$ cat config.mk
export PLATFORM = sky130hd
export DESIGN_NAME = resp_readout
export DESIGN_NICKNAME = d
export VERILOG_FILES = /design/src/rtl/resp_pkg.sv /design/src/rtl/resp_readout.sv
export SDC_FILE = /design/constraint.sdc
export NUM_CORES = 1
export LEC_CHECK = 0
export CAP_MARGIN = 20
export CORE_MARGIN = 4
export CORE_UTILIZATION = 35
export CTS_CLUSTER_SIZE = 14
export DETAILED_ROUTE_END_ITERATION = 7
export GPL_TIMING_DRIVEN = 1
export SLEW_MARGIN = 20
export SYNTH_ARGS = -nofsm -noshare
export SYNTH_HDL_FRONTEND = slang
export SYNTH_SLANG_ARGS = --single-unit
$ cat constraint.sdc
create_clock -name clock -period 1.65 [get_ports clock]
set_input_delay 0.165 -clock clock [delete_from_list [all_inputs] [get_ports clock]]
set_output_delay 0.165 -clock clock [all_outputs]
set_load 0.02 [all_outputs]
$ cat src/rtl/resp_pkg.sv
// Shared types for the response RAM readout block.
package resp_pkg;

    typedef enum logic [1:0] {
        ST_IDLE  = 2'd0,
        ST_FETCH = 2'd1,
        ST_HOLD  = 2'd2,
        ST_DONE  = 2'd3
    } resp_state_t;

endpackage

$ cat src/rtl/resp_readout.sv
// Drains a window of the response RAM onto a valid/ready stream, one word per
// RAM read, with a completion pulse and busy flag for the sequencer.
//
// state | meaning
// IDLE  | waiting for start; outputs quiet
// FETCH | address presented, waiting out the RAM read latency
// HOLD  | word presented on m_data, waiting for m_ready
// DONE  | one-cycle done pulse, then back to IDLE
module resp_readout
    import resp_pkg::*;
#(
    parameter int N_RESPONSE_BITS_PER_WORD = 2,
    parameter int N_RESPONSE_WORDS         = 8,
    parameter int READ_LATENCY             = 2,
    localparam int RESP_ADDR_WIDTH         = $clog2(N_RESPONSE_WORDS)
) (
    input  logic                                clock,
    input  logic                                reset,
    input  logic                                start,
    input  logic [RESP_ADDR_WIDTH:0]            n_words,
    output logic [RESP_ADDR_WIDTH-1:0]          resp_addr,
    input  logic [N_RESPONSE_BITS_PER_WORD-1:0] resp_rdata,
    output logic                                m_valid,
    input  logic                                m_ready,
    output logic [N_RESPONSE_BITS_PER_WORD-1:0] m_data,
    output logic                                m_last,
    output logic                                busy,
    output logic                                done
);

    localparam int WAIT_W = (READ_LATENCY > 0) ? $clog2(READ_LATENCY + 1) : 1;
    localparam logic [WAIT_W-1:0]          WAIT_LAST = WAIT_W'(READ_LATENCY);
    localparam logic [RESP_ADDR_WIDTH:0]   MAX_WORDS = (RESP_ADDR_WIDTH + 1)'(N_RESPONSE_WORDS);
    localparam logic [RESP_ADDR_WIDTH:0]   ONE_WORD  = (RESP_ADDR_WIDTH + 1)'(1);

    resp_state_t                state;
    logic [WAIT_W-1:0]          wait_cnt;
    logic [RESP_ADDR_WIDTH:0]   words_left;
    logic [RESP_ADDR_WIDTH:0]   n_clamped;

    always_comb begin
        n_clamped = (n_words > MAX_WORDS) ? MAX_WORDS : n_words;
    end

    always_ff @(posedge clock or negedge reset) begin
        if (!reset) begin
            state      <= ST_IDLE;
            resp_addr  <= '0;
            wait_cnt   <= '0;
            words_left <= '0;
            m_valid    <= 1'b0;
            m_data     <= '0;
            m_last     <= 1'b0;
            busy       <= 1'b0;
            done       <= 1'b0;
        end else begin
            case (state)
                ST_IDLE: begin
                    done <= 1'b0;
                    if (start) begin
                        resp_addr  <= '0;
                        wait_cnt   <= '0;
                        words_left <= n_clamped;
                        busy       <= 1'b1;
                        if (n_clamped == '0) begin
                            state <= ST_DONE;
                            done  <= 1'b1;
                        end else begin
                            state <= ST_FETCH;
                        end
                    end
                end
                ST_FETCH: begin
                    // Capture on the edge after the RAM q reflects resp_addr.
                    if (wait_cnt == WAIT_LAST) begin
                        wait_cnt <= '0;
                        m_data   <= resp_rdata;
                        m_last   <= (words_left == ONE_WORD);
                        m_valid  <= 1'b1;
                        state    <= ST_HOLD;
                    end else begin
                        wait_cnt <= wait_cnt + 1'b1;
                    end
                end
                ST_HOLD: begin
                    if (m_ready) begin
                        m_valid <= 1'b0;
                        m_last  <= 1'b0;
                        if (words_left == ONE_WORD) begin
                            state <= ST_DONE;
                            done  <= 1'b1;
                        end else begin
                            resp_addr  <= resp_addr + 1'b1;
                            words_left <= words_left - 1'b1;
                            state      <= ST_FETCH;
                        end
                    end
                end
                ST_DONE: begin
                    done  <= 1'b0;
                    busy  <= 1'b0;
                    state <= ST_IDLE;
                end
                default: begin
                    state <= ST_IDLE;
                end
            endcase
        end
    end

endmodule
## Word-level counts from Yosys, hierarchy flattened

Index checks and enable logic that the tools add are counted.

- Register bits after elaboration: 17
- Memories kept: 0
- Output and inout port bits: 9
- Bits in latches: 0
- ROM bits: 0
- RAM bits: 0
- Input bits: 10

- Reduce and logical (&&, ||, !) cells: 14
- Order comparisons: 1
- Equal/unequal tests: 10
- Add/subtract/negate cells: 3
- Multipliers: 0
- Shift-type cells: 0
- Bitwise logic cells: 0
- Divide/modulo/power cells: 0
- Muxes and demuxes: 30

Operators by type and width:

| operator | count |
|---|---|
| 2-to-1 mux 4 bit | 4 |
| 2-to-1 mux 2 bit | 7 |
| != test 2 bit (second input constant) | 5 |
| 2-to-1 mux 3 bit | 3 |
| AND reduction 3 bit | 3 |
| 2-to-1 mux 1 bit | 8 |
| one-hot mux 2 bit (4 select lines) | 1 |
| one-hot mux 4 bit (2 select lines) | 1 |
| nonzero test 2 bit | 4 |
| == test 2 bit (second input constant) | 3 |
| one-hot mux 1 bit (2 select lines) | 3 |
| one-hot mux 3 bit (2 select lines) | 1 |
| AND reduction 2 bit | 3 |
| == test 4 x 1 -> 1 bit (second input constant) | 1 |
| > comparator 4 bit (second input constant) | 1 |
| zero test 4 bit | 1 |
| one-hot mux 2 bit (2 select lines) | 1 |
| AND reduction 4 bit | 1 |
| subtractor 4 x 1 -> 4 bit (second input constant) | 1 |
| adder 3 x 1 -> 3 bit (second input constant) | 1 |
| one-hot mux 1 bit (3 select lines) | 1 |
| nonzero test 3 bit | 1 |
| adder 2 x 1 -> 2 bit (second input constant) | 1 |
| == test 2 x 1 -> 1 bit (second input constant) | 1 |
| zero test 2 bit | 1 |

## Depth between registers and ports, before layout

- Depth after elaboration: 6
- Mapped depth: 5
- Gate-level depth less buffers: 5

## Worst setup path before layout

OpenSTA, ideal clock, no wires.

- Path kind: register to register
- Start point: register words_left[1]
- End point: register words_left[0]
- Buffers on the path: 0
- Library setup time: 129 ps
- Data arrival time: 1455 ps
- Data required time: 1521 ps
- Cell stages (with the launch flop): 6
- Slack: 67 ps
- Cells stage by stage: dfrtp_1 > inv_1 > ha_1 > nor3b_1 > nor4_1 > a2111o_1

- Word-level cells in the longest chain between the ends: 3

RTL lines:

| item | line | source |
|---|---|---|
| start, declared | resp_readout.sv:38 | `logic [RESP_ADDR_WIDTH:0] words_left;` |
| start signal, assigned | resp_readout.sv:63 | `words_left <= n_clamped;` |
| start signal, assigned | resp_readout.sv:94 | `words_left <= words_left - 1'b1;` |
| == test 4 x 1 -> 1 bit | resp_readout.sv:89 | `if (words_left == ONE_WORD) begin` |
| != test 2 bit (no source line) | -- |  |
| AND reduction 4 bit (no source line) | -- |  |

Every way passes these cells.
A chain may end at the register's enable or synchronous reset.

## Worst setup path in the final report

Ends and elaborated chain as after synthesis.

==> results.tsv <==
stage	metric	value	unit
run_status	status	completed	
placed_design	quantity of I/O buffers inserted on ports	18	
yosys	post-synthesis mux area share	5.492	%
grt	first-pass GRT wire length	4029	um
die	Initial Util	38.16	%
route	initial detailed-routing violation count	25	
pwr	Clk pwr share	10.6	%
worst_setup_path	Buffers & Inverters on Critical Path	1	
worst_setup_path	Max FO, Critical Path	5	
route	routed wire length per instance	15.46	um
sta	fin crit share	94.38	%
yosys	Cell variety after synth	40	
yosys	Post-Synthesis Cells	99	
cells_and_area	nets	144	
worst_setup_path	Worst path max stage delay	0.41	ns
pwr	Power per Cell Area	1665	nW/um2
route	vias per inst	5.538	
yosys	EDFF count, synth	0	
worst_setup_path	critical path required time	1.86	ns
die	Core Box Area	2567	um2
grt	grt met1 use	19.87	%
yosys	share of the synthesized area in the top cell type	43.42	%
yosys	simple-gate share of the synthesized area	21.84	%
worst_setup_path	CP arrival	1.76	ns
yosys	async set or reset register ratio after synthesis	100.0	%
die	# IOs	19	
yosys	syn_nets	112	
cells_and_area	area of the multi-input gates	525.5	um2
sta	Hold WS	0.1651	ns
grt	M3 GR Usage	5.532	%
yosys	top_reg_cell synth	dfrtp_1	
yosys	post-synthesis compound-gate area fraction	19.67	%
clock_tree	clock net sink count	17	
pwr	Seq pwr share	34.8	%
placed_design	DPL Wire Length	1724	um
die	# rows	18	
grt	GR peak layer	met2	
grt	gr ovfl total	0	
sta	FMAX	642.1	MHz
route	drt first pass iters	4	
sta	Max Clock Skew	0.02327	ns
clock_tree	Max Root-Sink Buffers	2	
clock_tree	CTS HTree Levels	1	
route	final WL	2473	um
min_path	classification of the worst-slack hold path	in2async	
worst_setup_path	CP startpoint kind	flip-flop	
worst_setup_path	critical path class	reg2reg	
sta	slew margin rel.	67.39	%
yosys	Adder-Cell Fraction of Synth Area	3.831	%
pwr	Pint	0.001294	W
pwr	Max rail drop VDD	1.031	mV
clock_tree	Clk Latency, worst-skew pair	0.31	ns
route	# DRC	0	
cells_and_area	commonest non-fill, non-tap cell in the layout	clkdlybuf4s50_1	
cells_and_area	Register Area	425.4	um2
worst_setup_path	CP max stage cell	dfrtp_1	
route	DRT antenna net count	0	
yosys	Synth Area in XOR/XNOR	0	%
job	MaxCap Viol Count	0	
sta	worst slew pin tran	0.4892	ns
cells_and_area	fill count	258	
sta	unrepaired setup endpoints after global routing	no	
placed_design	RePlAce Congestion	0.7921	
cells_and_area	synthesis-to-layout area growth	36.27	%
die	Die Y	60.91	um
pwr	sw power	0.0009298	W
worst_setup_path	crit-path leading delay family	flip-flops	
sta	post-route minimum period	1.557	ns
sta	Slew Viols, Final	0	
cells_and_area	share of layout cells above drive strength 1	20.00	%
grt	initial antenna violation count	0	
clock_tree	Reg clk slew, reported paths	0.12	ns
yosys	synthesized flop and latch total	17	
cells_and_area	most frequent cells in the layout	clkdlybuf4s50_1 (18), dfrtp_1 (17), buf_4 (14)	
yosys	Synth warnings	0	
clock_tree	CTS tree	done	
yosys	leading area contributor after synthesis	dfrtp_1	
sta	setup TNS	0	ns
worst_setup_path	CP endpoint kind	flip-flop	
worst_setup_path	critical-path cell list	inv_1 -> ha_2 -> nor3b_4 -> nor4_1 -> a2111o_1	
clock_tree	root buf cell	clkbuf_4	
pwr	combinational share of power	54.6	%
pwr	Pleak	0.5579	nW
yosys	main combinational cell family by area after synthesis	simple AND/OR/NAND/NOR gates	
cells_and_area	Diodes inserted	0	
sta	final hold vios	0	
grt	largest net degree at the start of global routing	21	
clock_tree	cts bufs inserted	3	
grt	M2 GR Usage	22.90	%
grt	gr usage total	14.93	%
yosys	Syn Std Cell Area	979.7	um2
grt	vias in the first global route	919	
route	via count	886	
yosys	synth top area cells	dfrtp_1 (43%), ha_1 (3.8%), inv_1 (3.4%)	
yosys	Mean Syn Cell Area	9.896	um2
sta	Final setup viols	0	
die	DIE WIDTH	60.91	um
yosys	sequential share of the synthesized area	43.42	%
cells_and_area	final core utilization	52.00	%
die	die area	3709	um2
pwr	switching part of the total	41.82	%
==> power by group through the flow <==
stage / clock [W] / combinational [W] / sequential [W]
6_report: 0.000236 / 0.00121 / 0.000773
5_1_grt: 0.000268 / 0.00134 / 0.000806
3_5_place_dp: 0 / 0.00117 / 0.000764
3_3_place_gp: 0 / 0.00115 / 0.000759
2_1_floorplan: 0 / 0.000637 / 0.000809
4_1_cts: 0.000248 / 0.00118 / 0.000761
==> layer usage <==
metal / vias to the layer above / wire (um)
met5: - / 0
met4: 0 / 17
met3: 2 / 168
met2: 31 / 1087
met1: 421 / 1200
li1: 432 / -
==> Yosys cell counts (all sizes together) (3+ instances only) <==
cell type	count
a211oi	4
nor3b	3
ha	3
buf	3
nand2b	5
mux2	3
inv	9
o21ai	7
nand2	4
dfrtp	17
a21oi	3
==> timing repair <==
action | in CTS | in global routing
cloned | 0 | 0
gates resized for setup | 2 | 5
buffers inserted | 0 | 0
endpoints found under the setup margin | 3 | 3
pin swaps | 0 | 0
hold buffers | 0 | 0
==> worst paths after layout <==
path / slack (ns) / from / to / cells past startpoint
min in group clock: 0.47 / resp_rdata[1] / m_data[1]$_DFFE_PN0P_ / 2
max in group asynchronous: 1.26 / reset / busy$_DFFE_PN0P_ / 2
hold / removal: 0.17 / reset / words_left[2]$_DFFE_PN0P_ / 2
setup / recovery: 0.09 / words_left[1]$_DFFE_PN0P_ / words_left[0]$_DFFE_PN0P_ / 5
setup reg to reg: 0.09 / words_left[1]$_DFFE_PN0P_ / words_left[0]$_DFFE_PN0P_ / 5
hold reg to reg: 0.49 / m_valid$_DFFE_PN0P_ / m_valid$_DFFE_PN0P_ / 2
==> sequential cells by signal, summed over array words and instances, names as in the netlist <==
| signal | cells |
|---|---|
| words_left | 4 |
| m_valid | 1 |
| resp_addr | 3 |
| m_last | 1 |
| busy | 1 |
| wait_cnt | 2 |
| done | 1 |
| m_data | 2 |
| state | 2 |
==> cell families (layout without fill, tap and decap cells) <==
group           Yosys count  in the layout
flops                    17             17
simple gates             32             32
buf+inv                  14             45
mux                       5              5
fa+ha+maj                 3              3
compound gates           28             28
==> stage by stage <==
stage               instance area, um2  worst slack [ns]  std cells  total power [W]
detailed placement                1280          -0.05918        156         0.001935
global route                      1335           0.01200        160         0.002419
CTS                               1314           0.03118        160         0.002190
global placement                  1280          0.002251        156         0.001913
floorplan                        979.7           0.06651         99         0.001446
finish                            1335           0.09268        160         0.002223
==> area by class of cell <==
class                           instances  area share [%]
Clock buffer                            3           1.687
Clock inverter                          1          0.3749
Inverter                                9           2.530
Multi-Input combinational cell         68           39.36
Sequential cell                        17           31.87
Tap cell                               30           2.812
Timing Repair Buffer                   32           21.37
(Power assumes the default switching activity.)
